--- src/rtl/ifu_fetch_if.sv ---
// Fetch-unit boundary bundle: instruction-memory read port, IDU handoff, and
// writeback PC update. master = fetch unit, slave = surrounding core/memory.
interface ifu_fetch_if;
  logic        imem_arvalid;
  logic [31:0] imem_araddr;
  logic        imem_arready;
  logic        imem_rvalid;
  logic [31:0] imem_rdata;
  logic [1:0]  imem_rresp;
  logic        imem_rready;
  logic        inst_valid;
  logic [31:0] inst;
  logic [31:0] inst_pc;
  logic        inst_ready;
  logic        pc_wen;
  logic [31:0] pc_wdata;
  logic [31:0] pc;
  logic        fetch_err;
  logic [1:0]  err_cause;

  modport master (
    output imem_arvalid, imem_araddr, imem_rready,
    output inst_valid, inst, inst_pc, pc, fetch_err, err_cause,
    input  imem_arready, imem_rvalid, imem_rdata, imem_rresp,
    input  inst_ready, pc_wen, pc_wdata
  );

  modport slave (
    input  imem_arvalid, imem_araddr, imem_rready,
    input  inst_valid, inst, inst_pc, pc, fetch_err, err_cause,
    output imem_arready, imem_rvalid, imem_rdata, imem_rresp,
    output inst_ready, pc_wen, pc_wdata
  );
endinterface

--- src/rtl/ifu_fetch.sv ---
// Handshaked multi-cycle instruction fetch stage: one imem read per
// instruction, hands the word to IDU, then waits for writeback's next PC.
//
// state | meaning
// IDLE  | held in reset, leaves on first edge after release
// REQ   | read request on imem (or misalignment trap)
// RESP  | waiting for read data
// OUT   | instruction offered to IDU
// EXEC  | waiting for writeback to commit next PC
// ERR   | terminal fault, only reset exits
module ifu_fetch #(
  parameter logic [31:0] RESET_PC = 32'h8000_0000
) (
  input  logic sys_clk,
  input  logic sys_rst,
  ifu_fetch_if.master bus
);

  localparam logic [2:0] IDLE = 3'd0;
  localparam logic [2:0] REQ  = 3'd1;
  localparam logic [2:0] RESP = 3'd2;
  localparam logic [2:0] OUT  = 3'd3;
  localparam logic [2:0] EXEC = 3'd4;
  localparam logic [2:0] ERR  = 3'd5;

  logic [2:0]  state;
  logic [31:0] pc_q;
  logic [31:0] inst_q;
  logic [31:0] inst_pc_q;
  logic [1:0]  cause_q;
  logic        pc_aligned;

  assign pc_aligned = (pc_q[1:0] == 2'b00);

  always_ff @(posedge sys_clk or negedge sys_rst) begin
    if (!sys_rst) begin
      state     <= IDLE;
      pc_q      <= RESET_PC;
      inst_q    <= 32'h0;
      inst_pc_q <= 32'h0;
      cause_q   <= 2'b00;
    end else begin
      case (state)
        IDLE: state <= REQ;
        REQ: begin
          if (!pc_aligned) begin
            state   <= ERR;
            cause_q <= 2'b01;
          end else if (bus.imem_arready) begin
            state <= RESP;
          end
        end
        RESP: begin
          if (bus.imem_rvalid) begin
            if (bus.imem_rresp != 2'b00) begin
              state   <= ERR;
              cause_q <= 2'b10;
            end else begin
              inst_q    <= bus.imem_rdata;
              inst_pc_q <= pc_q;
              state     <= OUT;
            end
          end
        end
        OUT: begin
          if (bus.inst_ready) state <= EXEC;
        end
        EXEC: begin
          if (bus.pc_wen) begin
            pc_q  <= bus.pc_wdata;
            state <= REQ;
          end
        end
        ERR:     state <= ERR;
        default: state <= IDLE;
      endcase
    end
  end

  // A misaligned PC spends one cycle in REQ on its way to ERR without requesting.
  assign bus.imem_arvalid = (state == REQ) && pc_aligned;
  assign bus.imem_araddr  = pc_q;
  assign bus.imem_rready  = (state == RESP);
  assign bus.inst_valid   = (state == OUT);
  assign bus.inst         = inst_q;
  assign bus.inst_pc      = inst_pc_q;
  assign bus.pc           = pc_q;
  assign bus.fetch_err    = (state == ERR);
  assign bus.err_cause    = cause_q;

endmodule

--- src/flat_wrapper.sv ---
// flat-port wrapper written by rule: the top's interface ports become plain ports
module ifu_fetch_flat 
#(
  parameter logic [31:0] RESET_PC = 32'h8000_0000
)
  (sys_clk, sys_rst, bus_imem_arvalid, bus_imem_araddr, bus_imem_rready, bus_inst_valid, bus_inst, bus_inst_pc, bus_pc, bus_fetch_err, bus_err_cause, bus_imem_arready, bus_imem_rvalid, bus_imem_rdata, bus_imem_rresp, bus_inst_ready, bus_pc_wen, bus_pc_wdata);
  ifu_fetch_if bus_i ();
  input  logic sys_clk;
  input  logic sys_rst;
  output wire logic [$bits(bus_i.imem_arvalid)-1:0] bus_imem_arvalid;
  output wire logic [$bits(bus_i.imem_araddr)-1:0] bus_imem_araddr;
  output wire logic [$bits(bus_i.imem_rready)-1:0] bus_imem_rready;
  output wire logic [$bits(bus_i.inst_valid)-1:0] bus_inst_valid;
  output wire logic [$bits(bus_i.inst)-1:0] bus_inst;
  output wire logic [$bits(bus_i.inst_pc)-1:0] bus_inst_pc;
  output wire logic [$bits(bus_i.pc)-1:0] bus_pc;
  output wire logic [$bits(bus_i.fetch_err)-1:0] bus_fetch_err;
  output wire logic [$bits(bus_i.err_cause)-1:0] bus_err_cause;
  input wire logic [$bits(bus_i.imem_arready)-1:0] bus_imem_arready;
  input wire logic [$bits(bus_i.imem_rvalid)-1:0] bus_imem_rvalid;
  input wire logic [$bits(bus_i.imem_rdata)-1:0] bus_imem_rdata;
  input wire logic [$bits(bus_i.imem_rresp)-1:0] bus_imem_rresp;
  input wire logic [$bits(bus_i.inst_ready)-1:0] bus_inst_ready;
  input wire logic [$bits(bus_i.pc_wen)-1:0] bus_pc_wen;
  input wire logic [$bits(bus_i.pc_wdata)-1:0] bus_pc_wdata;
  assign bus_imem_arvalid = bus_i.imem_arvalid;
  assign bus_imem_araddr = bus_i.imem_araddr;
  assign bus_imem_rready = bus_i.imem_rready;
  assign bus_inst_valid = bus_i.inst_valid;
  assign bus_inst = bus_i.inst;
  assign bus_inst_pc = bus_i.inst_pc;
  assign bus_pc = bus_i.pc;
  assign bus_fetch_err = bus_i.fetch_err;
  assign bus_err_cause = bus_i.err_cause;
  assign bus_i.imem_arready = bus_imem_arready;
  assign bus_i.imem_rvalid = bus_imem_rvalid;
  assign bus_i.imem_rdata = bus_imem_rdata;
  assign bus_i.imem_rresp = bus_imem_rresp;
  assign bus_i.inst_ready = bus_inst_ready;
  assign bus_i.pc_wen = bus_pc_wen;
  assign bus_i.pc_wdata = bus_pc_wdata;
  ifu_fetch #(.RESET_PC(RESET_PC)) u_core (.sys_clk(sys_clk), .sys_rst(sys_rst), .bus(bus_i));
endmodule
--- config.mk ---
export PLATFORM = sky130hd
export DESIGN_NAME = ifu_fetch_flat
export DESIGN_NICKNAME = d
export VERILOG_FILES = /design/src/rtl/ifu_fetch_if.sv /design/src/rtl/ifu_fetch.sv /design/src/flat_wrapper.sv
export SDC_FILE = /design/constraint.sdc
export NUM_CORES = 1
export LEC_CHECK = 0
export ABC_CLOCK_PERIOD_IN_PS = 2400
export BUFFER_PORTS_ARGS = -buffer_cell sky130_fd_sc_hd__buf_2
export CAP_MARGIN = 30
export CORE_MARGIN = 5
export CORE_UTILIZATION = 50
export DETAILED_ROUTE_END_ITERATION = 7
export PLACE_DENSITY_LB_ADDON = 0.08
export SETUP_SLACK_MARGIN = 0.1
export SYNTH_ARGS = -nofsm -noshare
export SYNTH_HDL_FRONTEND = slang
export SYNTH_SLANG_ARGS = --single-unit
--- constraint.sdc ---
create_clock -name sys_clk -period 2.4 [get_ports sys_clk]
set_input_delay 0.6 -clock sys_clk [delete_from_list [all_inputs] [get_ports sys_clk]]
set_output_delay 0.6 -clock sys_clk [all_outputs]
set_load 0.01 [all_outputs]
* After elaboration in Yosys (flattened, before gate mapping) *
Cells that the tools add are included.

cells by class
  eq/ne operators = 11
  add/subtract/negate cells = 0
  shifts and indexed selects = 0
  mux-type cells = 11
  div/mod/pow operators = 0
  $mul = 0
  bitwise gates (word level) = 1
  magnitude comparators = 0
  reduce and logical (&&, ||, !) cells = 9

operators with widths
  cell                count
  $mux 3              6
  $pmux 3 s6          1
  $reduce_and 4->1    2
  $eq 3x2->1 const B  2
  $eq 3x3->1 const B  2
  $mux 2              3
  $ne 2x1->1 const B  3
  $ne 2x2->1 const B  2
  $pmux 2 s2          1
  $reduce_bool 2->1   2
  $eq 3x1->1 const B  1
  $logic_not 3->1     1
  $ne 3x3->1 const B  1
  $reduce_and 3->1    1
  $logic_not 2->1     1
  $reduce_and 2->1    1
  $logic_and 1x1->1   1
  $not 1->1           1

storage, ports and cells
  bits in registers = 101
  memory bits (read-only) = 0
  output and inout port bits = 134
  bits of input ports = 72
  word-level logic and storage cells = 37
  latch bits = 0
  memories kept = 0
  memory bits (writable) = 0

* Depth between registers and ports, before layout *
  depth after elaboration = 4
  mapped depth = 5
  gate-level depth less buffers = 3

* Worst setup path after synthesis *
Ideal clock, no wire load.

  kind = reg2out
  start = register u_core.pc_q[1] (netlist: u_core.bus.imem_araddr[1])
  end = output port bus_imem_arvalid
  arrival = 1.224 ns
  path buffers = 0
  required time = 1.800 ns
  path slack = 0.576 ns
  cell stages (with the launch flop) = 4
  cell sequence = dfrtp_1 > or2_2 > or3_1 > inv_1

on the way
  word-level cells in the longest chain between the ends = 2

ends and longest elaborated chain
  what                      line                text
  start: declaration        ifu_fetch.sv:27     logic [31:0] pc_q;
  start signal: assignment  ifu_fetch.sv:70     pc_q <= bus.pc_wdata;
  $logic_not 2->1           ifu_fetch.sv:33     assign pc_aligned = (pc_q[1:0] == 2'b00);
  $logic_and 1x1->1         ifu_fetch.sv:81     assign bus.imem_arvalid = (state == REQ) && pc_aligned;
  end: declaration          flat_wrapper.sv:10  output wire logic [$bits(bus_i.imem_arvalid)-1:0] bus_imem_arvalid;

No other way between the ends.

* Worst setup path in the final report *
Ends and elaborated chain as after synthesis.

==> key figures <==
Run status
  • Status: finished, final reports clean

Global route
  • GRT busiest layer: met2
  • Total track usage: 0.169
  • First-pass GRT wire length: 14900 microns
  • Met3 Track Usage GR: 0.0670
  • Overflow after GRT: 0
  • Met1 Use GR: 0.210
  • Met2 usage: 0.273
  • Vias in the first global route: 2877
  • Largest net degree at the start of global routing: 42
  • Initial antenna violation count: 0

Clock tree
  • Root Driver: clkbuf_8
  • Clk sinks: 101
  • CTS clk-pin slew, worst paths: 0.09 ns
  • Clock Path Buffers: 2
  • Hold buffers post-CTS: 0
  • CTS tree: yes
  • TritonCTS Buffers: 9
  • Clock latency on the worst-skew pair: 0.35 ns
  • CTS H-tree lvls: 3

Synth
  • Syn Inst Count: 279
  • Syn nets: 351
  • Number of synthesized register bits: 101
  • Syn Area/Cell: 16.0 sq um
  • Sequential-to-total area share from yosys stat: 0.568
  • Ys Warns: 0
  • Syn Std Cell Area: 0.00445 sq mm
  • Yosys cell types: 34

Detailed routing
  • Number of remaining DRC errors: 0
  • Drt pass-1 iters: 4
  • DR iter-0 viols: 58
  • DR WL/cell: 16.4 microns
  • Via count: 2784
  • Via-to-Cell Ratio: 4.88
  • Detail Route Antenna Nets: 0
  • Routed Wire Length: 9370 microns

Power
  • Sequential share of power: 0.427
  • Sw power: 2.29 mW
  • Power Density: 1220 mW/mm^2
  • Leak: 3.21 nW
  • Sw frac: 0.336
  • Internal power: 4.53 mW
  • Max VDD drop: 0.610 mV
  • Clk pwr share: 0.167
  • Gate power share: 0.406

Setup path
  • Setup CP Type: register to output pin
  • Required @ worst endpoint: 1.80 ns
  • Worst Path Max Fanout: 4
  • CP endpoint kind: output pin
  • Crit path arrival time: 1.62 ns
  • Startpoint types: register

Cells and area
  • Layout cells sized above 1: 0.715
  • Antenna cells: 0
  • Synth-to-Final Area Change: 25.7%
  • Final design area excluding fillers: 0.00560 sq mm
  • NumNets Final: 531
  • Filler cells: 682

Timing
  • Worst rel slew slack: 0.680
  • RSZ-0062 raised after global routing: no
  • Clock skew: 0.0103 ns
  • Worst-Margin Slew: 0.480 ns
  • Hold violation count in the final report: 0
  • Final min period: 2.22 ns
  • Max Slew Vio Count: 0
  • Setup_tns: 0 ns
  • FMAX: 450 MHz
  • WHS: 0.206 ns
  • Finish-stage setup viols: 0
  • Fin crit share: 0.927

Place
  • Final RePlAce weighted congestion: 0.767
  • I/O Buffers: 205
  • Placed inst area: 0.00536 sq mm
  • DP HPWL: 6990 microns

Floorplanning
  • Die Width: 104 microns
  • I/O pin cnt: 206
  • Initial core utilization: 0.510
  • Cell Rows: 34
  • Die H: 104 microns
  • Core area: 0.00872 sq mm
  • Full die area: 0.0109 sq mm

Min path
  • Hold crit path type: primary input to asynchronous set/reset pin

Run
  • Max_cap viols: 0
registers in the layout, summed over array words and instances (netlist names):
register	count
u_core.state	3
u_core.bus.imem_araddr	32
u_core.bus.inst	32
u_core.bus.inst_pc	32
u_core.bus.err_cause	2
stage by stage:
| stage | utilization | worst slack, ns | power, mW | instances |
|---|---|---|---|---|
| finish | 0.642 | 0.176 | 6.83 | 571 |
| global route | 0.642 | 0.0964 | 7.28 | 571 |
| detailed placement | 0.615 | 0.477 | 5.73 | 554 |
| floorplan | - | 0.576 | 4.80 | 279 |
| CTS | 0.641 | 0.142 | 6.94 | 571 |
| global placement | 0.615 | 0.505 | 5.68 | 554 |
power groups by stage:
stage | Sequential [mW] | Clock, mW | Combinational, mW
finish | 2.91 | 1.14 | 2.77
global route | 3.04 | 1.26 | 2.97
CTS | 2.92 | 1.20 | 2.82
detailed placement | 2.96 | 0 | 2.77
global placement | 2.94 | 0 | 2.74
floorplan | 3.19 | 0 | 1.61
kinds of logic (layout without fill, tap and decap cells):
kind of cell | count (synthesis) | after routing | synth area share
DFF | 101 | 101 | 0.568
muxes | 97 | 97 | 0.296
buffers and inverters | 48 | 232 | 0.0829
and+or+nand+nor | 20 | 20 | 0.0340
AOI/OAI and AO/OA | 13 | 13 | 0.0194
cell type report:
type / count / area, sq um / area share
Inverter: 3 / 11.3 / 0.00201
Tap cell: 108 / 135 / 0.0241
Clock inverter: 4 / 72.6 / 0.0130
Clock buffer: 11 / 141 / 0.0253
Multi-Input combinational cell: 130 / 1570 / 0.281
Timing Repair Buffer: 214 / 1130 / 0.203
Sequential cell: 101 / 2530 / 0.452
worst paths after layout:
kind | startpoint | end | slack [ns] | cells past startpoint
max | u_core.bus.imem_araddr[1] | bus_imem_arvalid | 0.18 | 4
min | sys_rst | u_core.bus.inst_pc[21] | 0.21 | 1
max reg2reg | u_core.state[1] | u_core.bus.inst[28] | 0.50 | 4
min reg2reg | u_core.bus.inst_pc[31] | u_core.bus.inst_pc[31] | 0.51 | 1
max in group asynchronous | sys_rst | u_core.bus.inst[28] | 1.51 | 2
min in group sys_clk | bus_pc_wdata[23] | u_core.bus.imem_araddr[23] | 0.47 | 2
cells in the final DEF (no fill, tap or decap), drive strengths merged:
cell type	n
nor4	2
bufinv	2
a21oi	4
o21a	1
nor4bb	1
nor2	2
nor2b	2
a22oi	1
o22ai	1
o21ai	1
and2	2
or3b	1
mux2	96
inv	3
dfstp	1
nor4b	1
buf	214
or3	2
o2bb2ai	1
and3	1
clkinv	1
or2	2
o2bb2a	1
mux2i	1
a31oi	1
nor3b	1
dfrtp	100
nand2b	1
clkinvlp	1
a211oi	2
nand3	2
clkbuf	11
critical path, cell delays in order, from the launching register on:
cell	delay, ns
dfrtp_1	0.39
or2_2	0.33
or3_4	0.37
inv_1	0.05
buf_2	0.12
repair_timing:
action	in CTS	in global routing
cloned	0	0
endpoints found under the setup margin	1	1
resized for setup	0	2
buffers inserted	2	0
cell usage after synthesis:
cell       instances  area, sq um
buf_4             36          270
mux2_4            60          901
nor4_1             2         12.5
o21ai_0            1         5.00
a22oi_1            1         7.51
a21oi_1            4         20.0
nor4bb_1           1         10.0
nand3_1            1         5.00
o22ai_1            1         6.26
mux2i_1            1         10.0
or2_2              2         12.5
o2bb2ai_1          1         8.76
nand2b_1           1         6.26
a211oi_1           2         15.0
and3_1             1         6.26
buf_6              7         78.8
clkbuf_1           1         3.75
nand3_4            1         17.5
a31oi_1            1         6.26
nor2b_1            2         12.5
dfstp_2            1         26.3
o21a_1             1         7.51
or3b_2             1         8.76
mux2_1             2         22.5
mux2_2            34          383
nor3b_4            1         18.8
and2_1             2         12.5
clkbuf_2           1         5.00
inv_1              3         11.3
dfrtp_1          100         2500
o2bb2a_1           1         10.0
nor2_1             2         7.51
or3_1              2         12.5
nor4b_1            1         8.76
per-layer routing:
layer,vias to the layer above,wire length [microns]
met4,0,125
met5,-,0
met3,14,836
li1,1295,-
met2,118,4650
met1,1357,3760
(Power assumes the default switching activity.)
